`src/rtl/i2c_target_rx.sv`:
```
// Write-only I2C target: matches a 7-bit address, ACKs and captures up to 3 data bytes, pulses done on STOP.
// Bus event latency SYNC_STAGES+1 clk (SYNC_STAGES+4 with I2C_TARGET_GLITCH_FILTER_EN defined).
// No backpressure: byte_valid/done are strobes that the consumer must take on the cycle they appear.
module i2c_target_rx #(
  parameter int MAX_BYTES   = 3,
  parameter int SYNC_STAGES = 2
) (
  input  logic       clk,
  input  logic       reset_n,
  input  logic [6:0] addr,
  input  logic       scl,
  input  logic       sda_in,
  output logic       sda_oe_n,
  output logic [7:0] rx_data0,
  output logic [7:0] rx_data1,
  output logic [7:0] rx_data2,
  output logic [1:0] rx_count,
  output logic       byte_valid,
  output logic [7:0] byte_data,
  output logic       busy,
  output logic       done
);

  typedef enum logic [2:0] {IDLE, ADDR, ADDR_ACK, DATA, DATA_ACK, WAIT_STOP} state_t;

  state_t state, state_nxt;

  logic [SYNC_STAGES-1:0] scl_sync, sda_sync;
  logic scl_f, sda_f;   // clean bus levels seen by the protocol logic
  logic scl_q, sda_q;   // one-cycle-old copies for edge detection
  logic scl_rise, scl_fall, start_det, stop_det;

  logic [7:0] shift;
  logic [2:0] bit_cnt;
  logic       full;     // 8 bits shifted in since the last byte boundary
  logic [1:0] idx;

  logic shift_en, bits_clr, byte_store, addr_acked, idx_inc, drive_ack, finish;

  // Bus idles high, so the synchronizers reset to 1 to avoid a false edge after reset.
  always_ff @(posedge clk or negedge reset_n) begin
    if (!reset_n) begin
      scl_sync <= '1;
      sda_sync <= '1;
    end else begin
      scl_sync <= {scl_sync[SYNC_STAGES-2:0], scl};
      sda_sync <= {sda_sync[SYNC_STAGES-2:0], sda_in};
    end
  end

`ifdef I2C_TARGET_GLITCH_FILTER_EN
  logic [2:0] scl_hist, sda_hist;

  // A level only propagates after three consecutive equal samples; shorter pulses vanish.
  always_ff @(posedge clk or negedge reset_n) begin
    if (!reset_n) begin
      scl_hist <= '1;
      sda_hist <= '1;
      scl_f    <= 1'b1;
      sda_f    <= 1'b1;
    end else begin
      scl_hist <= {scl_hist[1:0], scl_sync[SYNC_STAGES-1]};
      sda_hist <= {sda_hist[1:0], sda_sync[SYNC_STAGES-1]};
      if (scl_hist == 3'b000) scl_f <= 1'b0;
      else if (scl_hist == 3'b111) scl_f <= 1'b1;
      if (sda_hist == 3'b000) sda_f <= 1'b0;
      else if (sda_hist == 3'b111) sda_f <= 1'b1;
    end
  end
`else
  assign scl_f = scl_sync[SYNC_STAGES-1];
  assign sda_f = sda_sync[SYNC_STAGES-1];
`endif

  // Previous-sample register for SCL/SDA edge detection.
  always_ff @(posedge clk or negedge reset_n) begin
    if (!reset_n) begin
      scl_q <= 1'b1;
      sda_q <= 1'b1;
    end else begin
      scl_q <= scl_f;
      sda_q <= sda_f;
    end
  end

  assign scl_rise  =  scl_f & ~scl_q;
  assign scl_fall  = ~scl_f &  scl_q;
  assign start_det =  scl_f &  scl_q &  sda_q & ~sda_f;
  assign stop_det  =  scl_f &  scl_q & ~sda_q &  sda_f;

  // State register.
  always_ff @(posedge clk or negedge reset_n) begin
    if (!reset_n) state <= IDLE;
    else          state <= state_nxt;
  end

  // Next state: STOP beats everything, then (repeated) START, then the byte/ACK sequencing.
  always_comb begin
    state_nxt = state;
    if (stop_det) begin
      state_nxt = IDLE;
    end else if (start_det) begin
      state_nxt = ADDR;
    end else begin
      case (state)
        ADDR:     if (full && scl_fall)
                    state_nxt = (shift[7:1] == addr && !shift[0]) ? ADDR_ACK : WAIT_STOP;
        ADDR_ACK: if (scl_fall) state_nxt = DATA;
        DATA:     if (full && scl_fall)
                    state_nxt = (int'(idx) < MAX_BYTES) ? DATA_ACK : WAIT_STOP;
        DATA_ACK: if (scl_fall) state_nxt = DATA;
        default:  ;
      endcase
    end
  end

  // Datapath controls decoded from the current/next state pair.
  always_comb begin
    shift_en   = (state == ADDR || state == DATA) && scl_rise;
    bits_clr   = start_det || ((state == ADDR_ACK || state == DATA_ACK) && scl_fall);
    byte_store = (state == DATA) && (state_nxt == DATA_ACK);
    addr_acked = (state == ADDR_ACK) && (state_nxt == DATA);
    idx_inc    = (state == DATA_ACK) && (state_nxt == DATA);
    drive_ack  = (state_nxt == ADDR_ACK) || (state_nxt == DATA_ACK);
    finish     = stop_det && busy;
  end

  // Shift register, byte index, captured bytes and status outputs.
  always_ff @(posedge clk or negedge reset_n) begin
    if (!reset_n) begin
      shift      <= '0;
      bit_cnt    <= '0;
      full       <= 1'b0;
      idx        <= '0;
      sda_oe_n   <= 1'b1;
      rx_data0   <= '0;
      rx_data1   <= '0;
      rx_data2   <= '0;
      rx_count   <= '0;
      byte_valid <= 1'b0;
      byte_data  <= '0;
      busy       <= 1'b0;
      done       <= 1'b0;
    end else begin
      byte_valid <= 1'b0;
      done       <= 1'b0;
      sda_oe_n   <= ~drive_ack;

      if (bits_clr) begin
        bit_cnt <= '0;
        full    <= 1'b0;
      end else if (shift_en) begin
        shift   <= {shift[6:0], sda_f};
        bit_cnt <= bit_cnt + 3'd1;
        if (bit_cnt == 3'd7) full <= 1'b1;
      end

      if (start_det || addr_acked) idx <= '0;
      else if (idx_inc)            idx <= idx + 2'd1;

      if (byte_store) begin
        case (idx)
          2'd0:    rx_data0 <= shift;
          2'd1:    rx_data1 <= shift;
          2'd2:    rx_data2 <= shift;
          default: ;
        endcase
        byte_valid <= 1'b1;
        byte_data  <= shift;
      end

      if (finish) begin
        rx_count <= idx;
        done     <= 1'b1;
      end

      if (stop_det || start_det) busy <= 1'b0;
      else if (addr_acked)       busy <= 1'b1;
    end
  end

endmodule

```
`config.mk`:
```
export PLATFORM = sky130hd
export DESIGN_NAME = i2c_target_rx
export DESIGN_NICKNAME = d
export VERILOG_FILES = /design/src/rtl/i2c_target_rx.sv
export SDC_FILE = /design/constraint.sdc
export NUM_CORES = 1
export LEC_CHECK = 0
export CORE_ASPECT_RATIO = 0.5
export CORE_MARGIN = 2
export CORE_UTILIZATION = 30
export DETAILED_ROUTE_END_ITERATION = 8
export PLACE_DENSITY = 0.51
export SYNTH_ARGS = -nofsm -noshare
export SYNTH_HDL_FRONTEND = slang
export SYNTH_SLANG_ARGS = --single-unit
```
`constraint.sdc`:
```
create_clock -name clk -period 5.3 [get_ports clk]
set_input_delay 1.06 -clock clk [delete_from_list [all_inputs] [get_ports clk]]
set_output_delay 1.06 -clock clk [all_outputs]
set_load 0.02 [all_outputs]
```
Yosys cells after proc, flatten, opt, wreduce, memory -nomap -nowiden
Cells that the tools add are included.
- eq/ne operators: 11
- $add $sub $neg: 2
- order comparisons: 1
- $mul: 0
- multiplexer cells: 19
- bitwise operators: 13
- shift operators: 0
- divide/modulo/power cells: 0
- reduce and logical (&&, ||, !) cells: 26
- operators with widths (cell ; count):
    3-bit 2-to-1 mux ; 8
    3-bit by 2-bit equality test with 1-bit output (second input constant) ; 4
    2-bit AND reduction ; 5
    3-bit equality test (second input constant) ; 3
    3-bit one-hot mux with 3 select lines ; 1
    1-bit logical AND ; 8
    1-bit 2-to-1 mux ; 8
    2-bit nonzero test ; 4
    1-bit bitwise AND ; 7
    7-bit equality test ; 1
    1-bit logical OR ; 6
    1-bit NOT ; 6
    2-bit 2-to-1 mux ; 2
    3-bit by 1-bit adder with 3-bit output (second input constant) ; 1
    3-bit by 1-bit equality test with 1-bit output (second input constant) ; 1
    2-bit by 1-bit adder with 2-bit output (second input constant) ; 1
    2-bit by 1-bit equality test with 1-bit output (second input constant) ; 1
    2-bit equality test (second input constant) ; 1
    2-bit zero test ; 1
    2-bit less-than comparator (second input constant) ; 1
    2-bit OR reduction ; 1
    1-bit zero test ; 1
- word-level logic and storage cells: 90
- memory bits (read-only): 0
- memories: 0
- bits in latches: 0
- memory bits (writable): 0
- input bits: 11
- output and inout bits: 38
- register bits: 61

Depth between registers and ports, before layout
- word-level depth: 11
- gate-level depth with buffers: 6
- mapped depth without buffers: 5

Worst setup path after synthesis
No wires, ideal clock.
- path kind: input to register
- start: in addr[5]
- end: reg state[0]
- setup slack: 3.570 ns
- setup time: 0.134 ns
- buffers on the path: 0
- stages on the path: 4
- arrival time: 1.596 ns
- data required time: 5.166 ns
- cells stage by stage: xnor2_1 -> nand4_1 -> o21ai_0 -> a31oi_1
- longest elaborated chain between the ends: 7
- ends and longest elaborated chain (item ; RTL line ; source):
    start, declared ; 10 ; input logic [6:0] addr,
    7-bit equality test ; 107 ; state_nxt = (shift[7:1] == addr && !shift[0]) ? ADDR_ACK : WAIT_STOP;
    1-bit logical AND ; 107 ;
    3-bit 2-to-1 mux ; 107 ;
    3-bit 2-to-1 mux ; 106 ; ADDR: if (full && scl_fall)
    3-bit one-hot mux with 3 select lines ; 105 ; case (state)
    3-bit 2-to-1 mux ; 102 ; end else if (start_det) begin
    3-bit 2-to-1 mux ; 100 ; if (stop_det) begin
    named net state_nxt[0] ; 26 ; state_t state, state_nxt;
    end signal, assigned ; 94 ; else state <= state_nxt;
    end, declared ; 26 ;
The timed path passes the listed nets, and every way through them passes these cells.
A chain may end at the register's enable or synchronous reset.

Worst setup path after layout
- start: reg scl_q
- end: reg rx_data2[1]
- longest elaborated chain between the ends: 9
- elaborated cells on any way between the ends: 16
- those cells by class: eq/ne: 1; mux: 6; bitwise: 6; reduce/logical: 3
- ends and longest elaborated chain (item ; RTL line ; source):
    start, declared ; 30 ; logic scl_q, sda_q;
    start signal, assigned ; 81 ; scl_q <= scl_f;
    1-bit bitwise AND ; 87 ; assign scl_fall = ~scl_f & scl_q;
    1-bit logical AND ; 106, 109 ;
    3-bit 2-to-1 mux (on tied branches) ; 109, 106 ;
    3-bit one-hot mux with 3 select lines ; 105 ;
    3-bit 2-to-1 mux ; 102 ;
    3-bit 2-to-1 mux (*) ; 100 ;
    3-bit equality test (*) ; 121 ; byte_store = (state == DATA) && (state_nxt == DATA_ACK);
    1-bit logical AND (*) ; 121 ;
    2-bit AND reduction (no line) (*) ; n/a ;
    end signal, assigned ; 165 ; 2'd2: rx_data2 <= shift;
    end, declared ; 16 ; output logic [7:0] rx_data2,
Mark *: on every way between the ends. The rest lies on a longest branch, timed or not.

==> impl_metrics.tcl <==
set metrics [dict create \
    slowest_stage "nor4b_4" \
    syn_nets 204 \
    diodes 0 \
    synth_compound_area_frac 0.0576 \
    fmax_ghz 0.371 \
    dr.first_iter.drc_count 98 \
    dp_hpwl_microns 3910 \
    tightest_slew_ps 1210 \
    fin_skew_ps 9.72 \
    final-hold-violation-count 0 \
    worstHoldPathType "reg2reg" \
    die_h_microns 70.4 \
    core_sq_mm 0.00865 \
    rsz0062_at_grt "no" \
    cts-buffers-inserted 9 \
    portBuffers 48 \
    grt_max_degree 62 \
    cts_tree "built" \
    yosysMostFrequentCell "dfrtp_1" \
    p_per_area_mw_per_mm2 377 \
    placedCellCount 349 \
    cp_max_fo 12 \
    setup_tns_ps 0 \
    worstSetupPathType "reg2reg" \
    ys_warn_count 0 \
    r2r_start "scl_q" \
    fillers 822 \
    path_buf_inv 0 \
    firstDrtPassIters 4 \
    overflow 0 \
    cts_root_buf "clkbuf_16" \
    hold_path_depth 0 \
    startpoint_type "register" \
    syn_inst 187 \
    p_total_uw 1340 \
    routed_wl_microns 5700 \
    hold_buffers 0 \
    rr_endpoint "rx_data2[1]" \
    clk_latency_ps 330 \
    max_stage_delay_ps 1000 \
    drv_slew 0 \
    arrival_ps 2900 \
    worstPathRequired_ps 5500 \
    cts_max_level 3 \
    vias 1676 \
    rows 24 \
    hp-start "scl_sync[0]" \
    pin_count 49 \
    maxCapViolations 0 \
    ys_seq_elements 61 \
    synthMuxAreaShare 0.186 \
    clk_pin_slew_ps 50 \
    yosysSeqAreaShare 0.580 \
    fin_nets 260 \
    antenna_found_initial 0 \
    reg2reg_slack_ps 2610 \
    synthAdderAreaFrac 0.0283 \
    drc 0 \
    slew-limit-headroom 0.187 \
    synthFlopType "dfrtp_1" \
    crit_family "simple AND/OR/NAND/NOR gates" \
    ir_worst_vdd_mv 0.144 \
    end_kind "register" \
    routabilityCongestion 0.844 \
    worstPathCellList "nand3b_4, nor4b_4, nand2_2, mux2_2" \
    path_depth 4 \
    synth_top_area_share 0.510 \
    setup_violations 0 \
    p_leak_uw 0.00163 \
    avgSynthCellArea_sq_um 14.2 \
    synth_top_family_by_area "multiplexers" \
    final_layout_size_suffix_gt1_frac 0.294 \
    grtUsageTotal 0.130 \
    clock_path_buffers 2 \
    drt-vias-per-instance 4.59 \
    grt_pass1_wl_microns 9170 \
    cts.sinks 61 \
    finalNonFillerCells 365 \
    die_w_microns 137 \
    period_minus_slack_ps 2690 \
    ant_nets 0 \
    initial_core_util 0.306 \
    synth.area.top_cells "dfrtp_1, mux2_2, dfstp_2" \
    syn_to_final_growth_pct 34.1 \
    yosys.area_share.simple 0.0992 \
    status "complete, no violations" \
    crit_start "scl_q" \
    yosysUniqueCellTypes 39 \
    yosys.area_share.xor_xnor 0.0298 \
    syn_area_sq_mm 0.00265 \
    yosys.area.top_type "dfrtp_1" \
    cts_setup_buffers 0 \
    post_cts_resized 0 \
    wire_per_inst_microns 15.6 \
    synthArstFlopShare 1.00 \
    synth_edf_count 0 \
    hold_path_end "scl_sync[1]" \
    r2r_cells 4 \
    synthTopCellsByCount "dfrtp_1, mux2_2, o21ai_0, xnor2_1" \
    fin_crit_sh 0.508 \
    grt_pass1_vias 1675 \
    die_area_sq_mm 0.00964 \
]
## cell families (layout without fill, tap and decap cells)
group / Yosys count / in the layout
adders and majority gates: 6 / 6
muxes: 41 / 41
xor gates and xnor gates: 9 / 9
AOI/OAI and AO/OA: 24 / 24
and+or+nand+nor: 37 / 37
buffers and inverters: 9 / 70
DFF: 61 / 61
## where the power goes
group,internal (uW),switching [uW],total [uW]
sequential,516,83.0,599
clock,367,210,577
combinational,88.8,72.5,161
## worst register-to-register path, stage by stage (launching register included)
cell,delay [ps]
dfstp_2,630
nand3b_4,140
nor4b_4,1000
nand2_2,420
mux2_2,380
## worst max-delay path by stage
stage	slack (ps)	end
floorplan	3570	state[0]
detailed placement	2590	rx_data2[0]
finish	2610	rx_data2[1]
global placement	2650	rx_data2[5]
CTS	2590	rx_data2[0]
global route	2470	rx_data2[6]
## final cells by class
cell class,count,area (sq um),area share
clock buffers,10,229,0.0645
repair buffers,49,483,0.136
flip-flops and latches,61,1540,0.432
clock inverters,6,72.6,0.0204
multi-input cells,117,1070,0.300
inverters,5,18.8,0.00529
well taps,117,146,0.0412
## state kept, by name (all words and copies together), names as in the netlist, 3 cells and up
register and flops:
shift 8, rx_data0 8, byte_data 8, bit_cnt 3, rx_data2 8, rx_data1 8
state 3
## per-layer routing
metal  vias up  routed length [microns]  share of wire  GRT usage
li1        789                        -              -          -
met1       849                     2600           0.46      0.168
met2        34                     2760           0.48      0.199
met3         4                      297          0.052     0.0530
met4         0                       42         0.0074     0.0401
met5         -                        0              0          0
## placed cells by master, fill, tap and decap left out, types with 2 or more instances in the layout
cell,Yosys,final
a21oi_1,4,4
a22o_1,2,2
a31oi_1,3,3
clkbuf_16,0,9
clkdlybuf4s50_1,0,47
clkinv_4,0,3
dfrtp_1,54,54
dfstp_2,7,7
ha_1,6,6
inv_1,5,5
mux2_2,33,33
mux2_4,8,8
nand2_1,8,8
nand2_2,2,2
nand4_1,2,2
nand4b_1,2,2
nor2_1,7,7
nor3_1,2,2
o21ai_0,9,9
xnor2_1,9,9
## per-stage QoR
step	hold WS, ps	util	setup slack, ps	instance area, sq um
final	354	0.411	2610	3550
after CTS	356	0.411	2590	3550
after global routing	358	0.411	2470	3550
after global placement	346	0.376	2650	3250
after floorplan	345	-	3570	2650
after detailed placement	348	0.376	2590	3250
Power figures use the tool's default switching activity.
